File: config.mk
export PLATFORM = sky130hd
export DESIGN_NAME = gtx_tx_sched
export DESIGN_NICKNAME = d
export VERILOG_FILES = /design/src/rtl/gtx_tx_pkg.sv /design/src/rtl/gtx_tx_sched_crc16.sv /design/src/rtl/gtx_tx_sched.sv
export SDC_FILE = /design/constraint.sdc
export NUM_CORES = 1
export LEC_CHECK = 0
export ABC_AREA = 0
export BUFFER_PORTS_ARGS = -buffer_cell sky130_fd_sc_hd__buf_2
export CORE_MARGIN = 1
export CORE_UTILIZATION = 49
export CTS_CLUSTER_DIAMETER = 200
export CTS_CLUSTER_SIZE = 30
export DETAILED_ROUTE_END_ITERATION = 10
export PLACE_DENSITY_LB_ADDON = 0.25
export SYNTH_ARGS = -nofsm -noshare
export SYNTH_HDL_FRONTEND = slang
export SYNTH_SLANG_ARGS = --single-unit
File: constraint.sdc
create_clock -name clk_i -period 1.83 [get_ports clk_i]
set_input_delay 0.2745 -clock clk_i [delete_from_list [all_inputs] [get_ports clk_i]]
set_output_delay 0.2745 -clock clk_i [all_outputs]
set_load 0.005 [all_outputs]
File: src/rtl/gtx_tx_pkg.sv
// Shared constants, state type and CRC step for the GTX transmit scheduler.
package gtx_tx_pkg;

    localparam logic [15:0] K_COMMA  = 16'hbcbc;
    localparam logic [15:0] K_IDLE   = 16'h1c1c;
    localparam logic [7:0]  K_SOF_HI = 8'hfb;
    localparam logic [15:0] K_EOF    = 16'hfdfd;

    localparam logic [1:0] CTRL_KK = 2'b11;
    localparam logic [1:0] CTRL_KD = 2'b10;
    localparam logic [1:0] CTRL_DD = 2'b00;

    localparam logic [15:0] CRC_POLY = 16'h1021;
    localparam logic [15:0] CRC_INIT = 16'hffff;

    typedef enum logic [1:0] {
        IDLE,
        DATA,
        CRC,
        EOF
    } tx_state_e;

    // CRC-16-CCITT over one 16-bit word, MSB first
    function automatic logic [15:0] crc16_step(input logic [15:0] crc,
                                               input logic [15:0] d);
        logic [15:0] c;
        c = crc;
        for (int i = 15; i >= 0; i--) begin
            if (c[15] ^ d[i]) c = (c << 1) ^ CRC_POLY;
            else              c = c << 1;
        end
        return c;
    endfunction

endpackage

File: src/rtl/gtx_tx_sched_crc16.sv
// Per-packet CRC-16-CCITT accumulator, one payload word per cycle.
module gtx_tx_crc16
    import gtx_tx_pkg::*;
(
    input  logic        clk_i,
    input  logic        rst_n_i,
    input  logic        clr_i,
    input  logic        en_i,
    input  logic [15:0] data_i,
    output logic [15:0] crc_o
);

    logic [15:0] crc_q;

    always_ff @(posedge clk_i or negedge rst_n_i) begin
        if (!rst_n_i) begin
            crc_q <= CRC_INIT;
        end else if (clr_i) begin
            crc_q <= CRC_INIT;
        end else if (en_i) begin
            crc_q <= crc16_step(crc_q, data_i);
        end
    end

    assign crc_o = crc_q;

endmodule

File: src/rtl/gtx_tx_sched.sv
// Two-requester round-robin packet scheduler driving GTX TXDATA/TXCHARISK.
// Optional trailing CRC word per packet when GTX_TX_SCHED_CRC_EN is defined.
module gtx_tx_sched
    import gtx_tx_pkg::*;
#(
    parameter int COMMA_PERIOD = 16,
    parameter int CNT_W        = 8
) (
    input  logic        clk_i,
    input  logic        rst_n_i,
    input  logic [15:0] s0_data_i,
    input  logic        s0_valid_i,
    input  logic        s0_last_i,
    output logic        s0_ready_o,
    input  logic [15:0] s1_data_i,
    input  logic        s1_valid_i,
    input  logic        s1_last_i,
    output logic        s1_ready_o,
    output logic [1:0]  ctrl_o,
    output logic [15:0] data_o,
    output logic        busy_o,
    output logic        grant_o
);

    tx_state_e        state_q;
    logic [CNT_W-1:0] cnt_q;
    logic [15:0]      data_q;
    logic [1:0]       ctrl_q;
    logic             busy_q;
    logic             grant_q;
    logic             ptr_q;
    logic             cont_q;

    logic        comma;
    logic        any_v;
    logic        both_v;
    logic        sel;
    logic        g_valid;
    logic        g_last;
    logic [15:0] g_data;
    logic        take;
    logic [15:0] crc;

    assign comma   = (cnt_q == '0);
    assign any_v   = s0_valid_i | s1_valid_i;
    assign both_v  = s0_valid_i & s1_valid_i;
    assign sel     = both_v ? ptr_q : s1_valid_i;
    assign g_valid = grant_q ? s1_valid_i : s0_valid_i;
    assign g_last  = grant_q ? s1_last_i  : s0_last_i;
    assign g_data  = grant_q ? s1_data_i  : s0_data_i;

    assign s0_ready_o = (state_q == DATA) && !grant_q && !comma;
    assign s1_ready_o = (state_q == DATA) &&  grant_q && !comma;
    assign take       = (state_q == DATA) && !comma && g_valid;

`ifdef GTX_TX_SCHED_CRC_EN
    localparam tx_state_e AFTER_LAST = CRC;
    logic crc_clr;

    assign crc_clr = (state_q == IDLE) && !comma && any_v;

    gtx_tx_crc16 u_crc (
        .clk_i  (clk_i),
        .rst_n_i(rst_n_i),
        .clr_i  (crc_clr),
        .en_i   (take),
        .data_i (g_data),
        .crc_o  (crc)
    );
`else
    localparam tx_state_e AFTER_LAST = EOF;

    assign crc = K_IDLE;
`endif

    always_ff @(posedge clk_i or negedge rst_n_i) begin
        if (!rst_n_i) begin
            state_q <= IDLE;
            cnt_q   <= '0;
            data_q  <= 16'h0000;
            ctrl_q  <= 2'b00;
            busy_q  <= 1'b0;
            grant_q <= 1'b0;
            ptr_q   <= 1'b0;
            cont_q  <= 1'b0;
        end else begin
            cnt_q <= (cnt_q == CNT_W'(COMMA_PERIOD - 1)) ? '0 : cnt_q + 1'b1;
            if (comma) begin
                data_q <= K_COMMA;
                ctrl_q <= CTRL_KK;
                busy_q <= (state_q != IDLE);
            end else begin
                unique case (state_q)
                    IDLE: begin
                        if (any_v) begin
                            grant_q <= sel;
                            cont_q  <= both_v;
                            data_q  <= {K_SOF_HI, 7'h00, sel};
                            ctrl_q  <= CTRL_KD;
                            busy_q  <= 1'b1;
                            state_q <= DATA;
                        end else begin
                            data_q <= K_IDLE;
                            ctrl_q <= CTRL_KK;
                            busy_q <= 1'b0;
                        end
                    end
                    DATA: begin
                        busy_q <= 1'b1;
                        if (g_valid) begin
                            data_q <= g_data;
                            ctrl_q <= CTRL_DD;
                            if (g_last) state_q <= AFTER_LAST;
                        end else begin
                            data_q <= K_IDLE;
                            ctrl_q <= CTRL_KK;
                        end
                    end
                    CRC: begin
                        data_q  <= crc;
                        ctrl_q  <= CTRL_DD;
                        busy_q  <= 1'b1;
                        state_q <= EOF;
                    end
                    EOF: begin
                        data_q  <= K_EOF;
                        ctrl_q  <= CTRL_KK;
                        busy_q  <= 1'b1;
                        // only contended grants rotate the pointer
                        if (cont_q) ptr_q <= ~grant_q;
                        state_q <= IDLE;
                    end
                    default: state_q <= IDLE;
                endcase
            end
        end
    end

    assign ctrl_o  = ctrl_q;
    assign data_o  = data_q;
    assign busy_o  = busy_q;
    assign grant_o = grant_q;

endmodule

* After elaboration in Yosys (flattened, before gate mapping) *
Index checks and enable logic that the tools add are counted.

operators by class
  reduce and logical (&&, ||, !) cells = 13
  shift operators = 0
  $add $sub $neg = 1
  bitwise operators = 4
  multipliers = 0
  equality and inequality tests = 7
  mux-type cells = 20
  order comparisons = 0
  div/mod/pow operators = 0

operators with widths
  cell                                                  number
  2-to-1 mux 16 bit                                     4
  case mux 16 bit (4 select lines)                      1
  case mux 2 bit (4 select lines)                       2
  2-to-1 mux 2 bit                                      5
  adder 8 x 1 -> 8 bit (second input constant)          1
  equality test 8 x 4 -> 1 bit (second input constant)  1
  logical NOT 8 bit                                     1
  2-to-1 mux 8 bit                                      1
  2-to-1 mux 1 bit                                      6
  != test 2 bit (second input constant)                 3
  AND reduction 3 bit                                   2
  equality test 2 bit (second input constant)           2
  logical AND 1 bit                                     4
  AND reduction 4 bit                                   1
  OR reduction 3 bit                                    1
  equality test 2 x 1 -> 1 bit (second input constant)  1
  logical NOT 1 bit                                     2
  logical NOT 2 bit                                     1
  NOT 1 bit                                             2
  case mux 1 bit (2 select lines)                       1
  nonzero test 2 bit                                    1
  AND 1 bit                                             1
  bitwise OR 1 bit                                      1

word-level totals
  bits in registers = 32
  bits in writable memories = 0
  memories = 0
  bits in latches = 0
  memory bits (read-only) = 0

* Depth between registers and ports, before layout *
  depth after elaboration = 5
  gate-level depth with buffers = 7
  mapped depth without buffers = 6

* Least setup slack after synthesis *
OpenSTA, ideal clock, no wires.

  kind = flip-flop to flip-flop
  from = reg state_q[1]
  to = reg data_q[0], in the netlist data_o[0]
  period minus slack after synthesis = 1.595 ns
  data arrival time = 1.501 ns
  cell stages (with the launch flop) = 7
  required time = 1.736 ns
  setup slack = 0.235 ns
  cell sequence = dfrtp_1 > inv_1 > ha_1 > buf_1 > a21boi_2 > a21oi_1 > a211oi_1

on the way
  cells in the longest elaborated chain, start to end = 3
  elaborated cells on any way between the ends = 6
  classes of those cells = 3 x eq/ne; 2 x mux; 1 x reduce/logical

RTL lines
  item                                               RTL line             RTL
  start, declared                                    gtx_tx_sched.sv:25   tx_state_e state_q;
  start signal, assigned                             gtx_tx_sched.sv:78   state_q <= IDLE;
  start signal, assigned                             gtx_tx_sched.sv:101  state_q <= DATA;
  start signal, assigned                             gtx_tx_sched.sv:113  if (g_last) state_q <= AFTER_LAST;
  equality test 2 bit, or another cell as far along  gtx_tx_sched.sv:93   unique case (state_q)
  case mux 16 bit (4 select lines) (*)               gtx_tx_sched.sv:93
  2-to-1 mux 16 bit (*)                              gtx_tx_sched.sv:88   if (comma) begin
  end signal, assigned                               gtx_tx_sched.sv:98   data_q <= {K_SOF_HI, 7'h00, sel};
  end signal, assigned                               gtx_tx_sched.sv:111  data_q <= g_data;
  end signal, assigned                               gtx_tx_sched.sv:120  data_q <= crc;
  end, declared                                      gtx_tx_sched.sv:27   logic [15:0] data_q;

Mark *: on every way between the ends. The rest lies on a longest branch, timed or not.
A chain may end at the register's enable or synchronous reset.

* Final worst setup path *
  from = reg cnt_q[5]
  to = out s1_ready_o

on the way
  cells in the longest elaborated chain, start to end = 3

RTL lines
  item                    RTL line            RTL
  start, declared         gtx_tx_sched.sv:26  logic [CNT_W-1:0] cnt_q;
  start signal, assigned  gtx_tx_sched.sv:87  cnt_q <= (cnt_q == CNT_W'(COMMA_PERIOD - 1)) ? '0 : cnt_q + 1'b1;
  logical NOT 8 bit       gtx_tx_sched.sv:44  assign comma = (cnt_q == '0);
  logical NOT 1 bit       --
  logical AND 1 bit       gtx_tx_sched.sv:53  assign s1_ready_o = (state_q == DATA) && grant_q && !comma;
  end, declared           gtx_tx_sched.sv:18  output logic s1_ready_o,

Every way passes these cells.

==> metrics.md <==
| Metric | Value |
|---|---|
| Result of the run | `completed` |
| Total number of clock tree sinks | `32` |
| Fraction of power spent switching nets | `35.89%` |
| Die ar. | `3596 sq um` |
| Net count of the finished layout | `271` |
| Metal2 WL | `1.914 mm` |
| TritonCTS clock tree | `built` |
| Drt drc | `0` |
| Total GRT Usage | `a little under a quarter` |
| Routed length per instance | `roughly 14 um` |
| Vias post-DR | `1407` |
| Slew Limit Headroom | `a little over half` |
| Total count of max-transition violations in the final report | `0` |
| Syn Area/Cell | `~11 sq um` |
| Layout cell share with drive strength beyond 1 | `44.69%` |
| Combined area of all synthesized cells | `between 1500 and 2000 sq um` |
| CTS clk-pin slew, worst paths | `0.11 ns` |
| Setup violations, final | `0` |
| Minimum clock period | `1.819 ns` |
| Primary FF master, synth | `sky130_fd_sc_hd__dfrtp_1` |
| Cell at the slowest stage of the critical path | `sky130_fd_sc_hd__dfrtp_2` |
| Area growth from synthesis to final layout | `32.90%` |
| Maximum number of pins on one net before global-route repair | `33` |
| Number of failing hold endpoints at the final stage | `0` |
| Proportion of power drawn by combinational gates | `46.9%` |
| Total number of H-tree levels | `2` |
| Buffers & Inverters on Critical Path | `1` |
| Max-cap violations | `0` |
| Inserted Clock Buffers | `5` |
| Clk root buf | `sky130_fd_sc_hd__clkbuf_4` |
| Worst Tran Pin Value | `0.6987 ns` |
| Antenna violations before repair | `0` |
| Cells traversed along the worst timing path | `nor4_4 > nand3_4 > and3_4 > buf_6` |
| Min-Delay Path Class | `primary input to flop` |
| Initial Utilization | `52.64%` |
| Count of mapped cells out of synthesis | `150` |
| Most used cells in the layout excluding fill and tap cells | `sky130_fd_sc_hd__buf_2, sky130_fd_sc_hd__dfrtp_1, sky130_fd_sc_hd__buf_4` |
| Iteration count of the initial detailed-routing pass | `4` |
| Seq pwr share | `33.0%` |
| Largest driver fanout on the critical path | `5` |
| Final Hold Slack | `approximately 0.21 ns` |
| Highest routing layer actually used | `met4` |
| PortBufs | `59` |
| Period Utilization, post-route | `99.38%` |
| Source of the worst hold timing path | `s1_valid_i` |
| Row count | `20` |
| DR WL met3 | `233 um` |
| Critical path startpoint category | `flop` |
| Cell internal power dissipation | `between 1.5 and 2 mW` |
| Detailed-routing wirelength on met1 | `1.521 mm` |
| Clock tree skew after final layout | `0.01045 ns` |
| Area of the placeable core | `about 3100 sq um` |
| Number of global-route vias before repair | `between 1000 and 1500` |
| Critical path data arrival time | `1.54 ns` |
| Number of enable-type register cells in the synthesized netlist | `0` |
| VDD IR max | `approximately 0.76 mV` |
| Cell area after layout | `2188 sq um` |
| CP startpoint | `cnt_q[5]$_DFF_PN0_` |
| Unrepaired setup endpoints after global routing | `yes` |
| Leakage | `1.062 nW` |
| Clock Latency Late Sink | `0.34 ns` |
| Setup CP Type | `flop to primary output` |
| Reg-to-reg startpoint | `state_q[0]$_DFFE_PN0P_` |
| Element type at the critical path end | `primary output` |
| Count of unique library cells instantiated by Yosys | `40` |
| Via density per instance | `roughly 5.2` |
| Switching component of the power | `about 0.95 mW` |
| Share of total power in the clock network | `20.1%` |
| Grt total ovfl | `0` |
| Highest achievable clock rate | `0.5499 GHz` |
| Antenna viol nets, final | `0` |
| Share of flip-flops with an asynchronous set or reset after synthesis | `100.0%` |
| Chip Width | `59.97 um` |
| CP top delay family | `simple AND/OR/NAND/NOR gates` |
| Count of state elements after synthesis | `32` |
| Share of synthesized area occupied by flip-flops and latches | `48.63%` |
| Placed Area | `slightly above 2000 sq um` |
| Yosys synthesis warning count | `0` |
| Sum of net half-perimeters after detailed placement | `2.827 mm` |
| Antenna Cells | `0` |
| Post-synth net total | `196` |
| Gpl congestion | `0.8469` |
| Power Density | `roughly 1200 nW/um^2` |
| Ports placed on the boundary | `60` |
| Delay contributed by the slowest stage of the critical path | `0.44 ns` |
| Global-route wire length before repair | `5.940 mm` |
| Critical path data required time | `between 1.5 and 2 ns` |
| Drt initial violations | `45` |
| Final wirelength | `3.716 mm` |
| Largest buffer count on any clock path | `2` |
| Commonest non-fill, non-tap cell in the layout | `sky130_fd_sc_hd__buf_2` |
| Vert. Die Dim | `59.97 um` |
[power groups by stage]
stage                     clock network, mW  logic, mW  registers [mW]
final                                 0.533       1.25           0.876
after global routing                  0.581       1.39           0.883
after CTS                             0.544       1.26           0.874
after detailed placement                  0       1.20           0.888
after global placement                    0       1.14           0.880
after floorplan                           0      0.868           0.864
[flip-flops by register name (all words and copies together) (netlist names)]
signal and cells:
busy_o 1, data_o 16, grant_o 1, ptr_q 1, state_q 2, ctrl_o 2
cnt_q 8, cont_q 1
[per-stage QoR]
step | utilization (%) | cells | TNS, ns | worst slack, ns | total power [mW]
6_report | 69.96 | 270 | 0 | 0.01133 | 2.655
3_5_place_dp | 64.32 | 253 | 0 | 0.1502 | 2.086
4_1_cts | 69.48 | 268 | 0 | 0.002383 | 2.674
2_1_floorplan | - | 150 | 0 | 0.2349 | 1.732
5_1_grt | 69.96 | 270 | -0.09646 | -0.05089 | 2.852
3_3_place_gp | 64.32 | 253 | 0 | 0.2146 | 2.019
[worst register-to-register path, stage by stage, from the launching register on]
cell and delay [ns]:
sky130_fd_sc_hd__dfrtp_1 0.43, sky130_fd_sc_hd__inv_1 0.12, sky130_fd_sc_hd__ha_1 0.26, sky130_fd_sc_hd__or3_1 0.36, sky130_fd_sc_hd__a31oi_1 0.15, sky130_fd_sc_hd__o21a_1 0.17
sky130_fd_sc_hd__o21ai_0 0.10
[cell type report]
cell class / instances / area (sq um)
Timing Repair Buffer: 75 / 430.4
Multi-Input combinational cell: 104 / 794.5
Clock inverter: 3 / 42.54
Inverter: 7 / 26.28
Fill cell: 229 / 939.7
Tap cell: 44 / 55.05
Sequential cell: 32 / 802.0
Clock buffer: 5 / 37.54
[routing by layer]
layer | vias to the layer above | GRT usage (%)
li1 | 692 | -
met3 | 5 | 7.143
met1 | 649 | 25.59
met5 | - | 0
met2 | 61 | 40.32
met4 | 0 | 9.635
[repair_timing]
| item | CTS | global route |
|---|---|---|
| setup endpoints to repair | 2 | 2 |
| pin swaps | 4 | 2 |
| setup buffers | 6 | 2 |
| hold buffers | 1 | 0 |
| endpoints found under the hold margin | 32 | 0 |
| gates resized for setup | 6 | 0 |
[cell usage after synthesis (2+ instances only)]
master	n	share of area (%)
sky130_fd_sc_hd__a21oi_1	11	3.3
sky130_fd_sc_hd__a31oi_1	3	1.1
sky130_fd_sc_hd__and2_1	2	0.76
sky130_fd_sc_hd__and3_1	5	1.9
sky130_fd_sc_hd__buf_2	3	0.91
sky130_fd_sc_hd__buf_4	2	0.91
sky130_fd_sc_hd__dfrtp_1	32	49
sky130_fd_sc_hd__ha_1	8	6.1
sky130_fd_sc_hd__inv_1	7	1.6
sky130_fd_sc_hd__mux2_2	10	6.8
sky130_fd_sc_hd__mux2i_1	6	3.6
sky130_fd_sc_hd__nand2_1	2	0.46
sky130_fd_sc_hd__nand2b_1	2	0.76
sky130_fd_sc_hd__nand3_1	8	2.4
sky130_fd_sc_hd__nand3b_1	2	0.91
sky130_fd_sc_hd__nor2_1	5	1.1
sky130_fd_sc_hd__nor3_1	5	1.5
sky130_fd_sc_hd__o21ai_0	12	3.6
sky130_fd_sc_hd__o221ai_1	2	1.1
sky130_fd_sc_hd__xnor2_1	2	1.1
sky130_fd_sc_hd__xor2_1	2	1.1
[worst paths after layout]
kind	depth (start not counted)	to	slack, ns
max in group asynchronous	2	cnt_q[5]$_DFF_PN0_	0.82
worst max register to register	6	data_o[3]$_DFF_PN0_	0.13
min in group asynchronous	2	state_q[0]$_DFFE_PN0P_	0.52
worst min register to register	1	cnt_q[0]$_DFF_PN0_	0.48
worst max-delay path	4	s1_ready_o	0.01
worst min-delay path	2	cont_q$_DFFE_PN0P_	0.21
[cell families (layout without fill, tap and decap cells)]
| family | count (synthesis) | after routing | share of synthesized area (%) |
|---|---|---|---|
| AOI/OAI and AO/OA | 37 | 37 | 13.68 |
| and+or+nand+nor | 38 | 38 | 14.44 |
| buffers and inverters | 14 | 90 | 3.875 |
| adders and majority gates | 8 | 8 | 6.079 |
| DFF | 32 | 32 | 48.63 |
| xor gates and xnor gates | 4 | 4 | 2.128 |
| muxes | 17 | 17 | 11.17 |
Note: power is estimated with default switching activity, not from simulation.
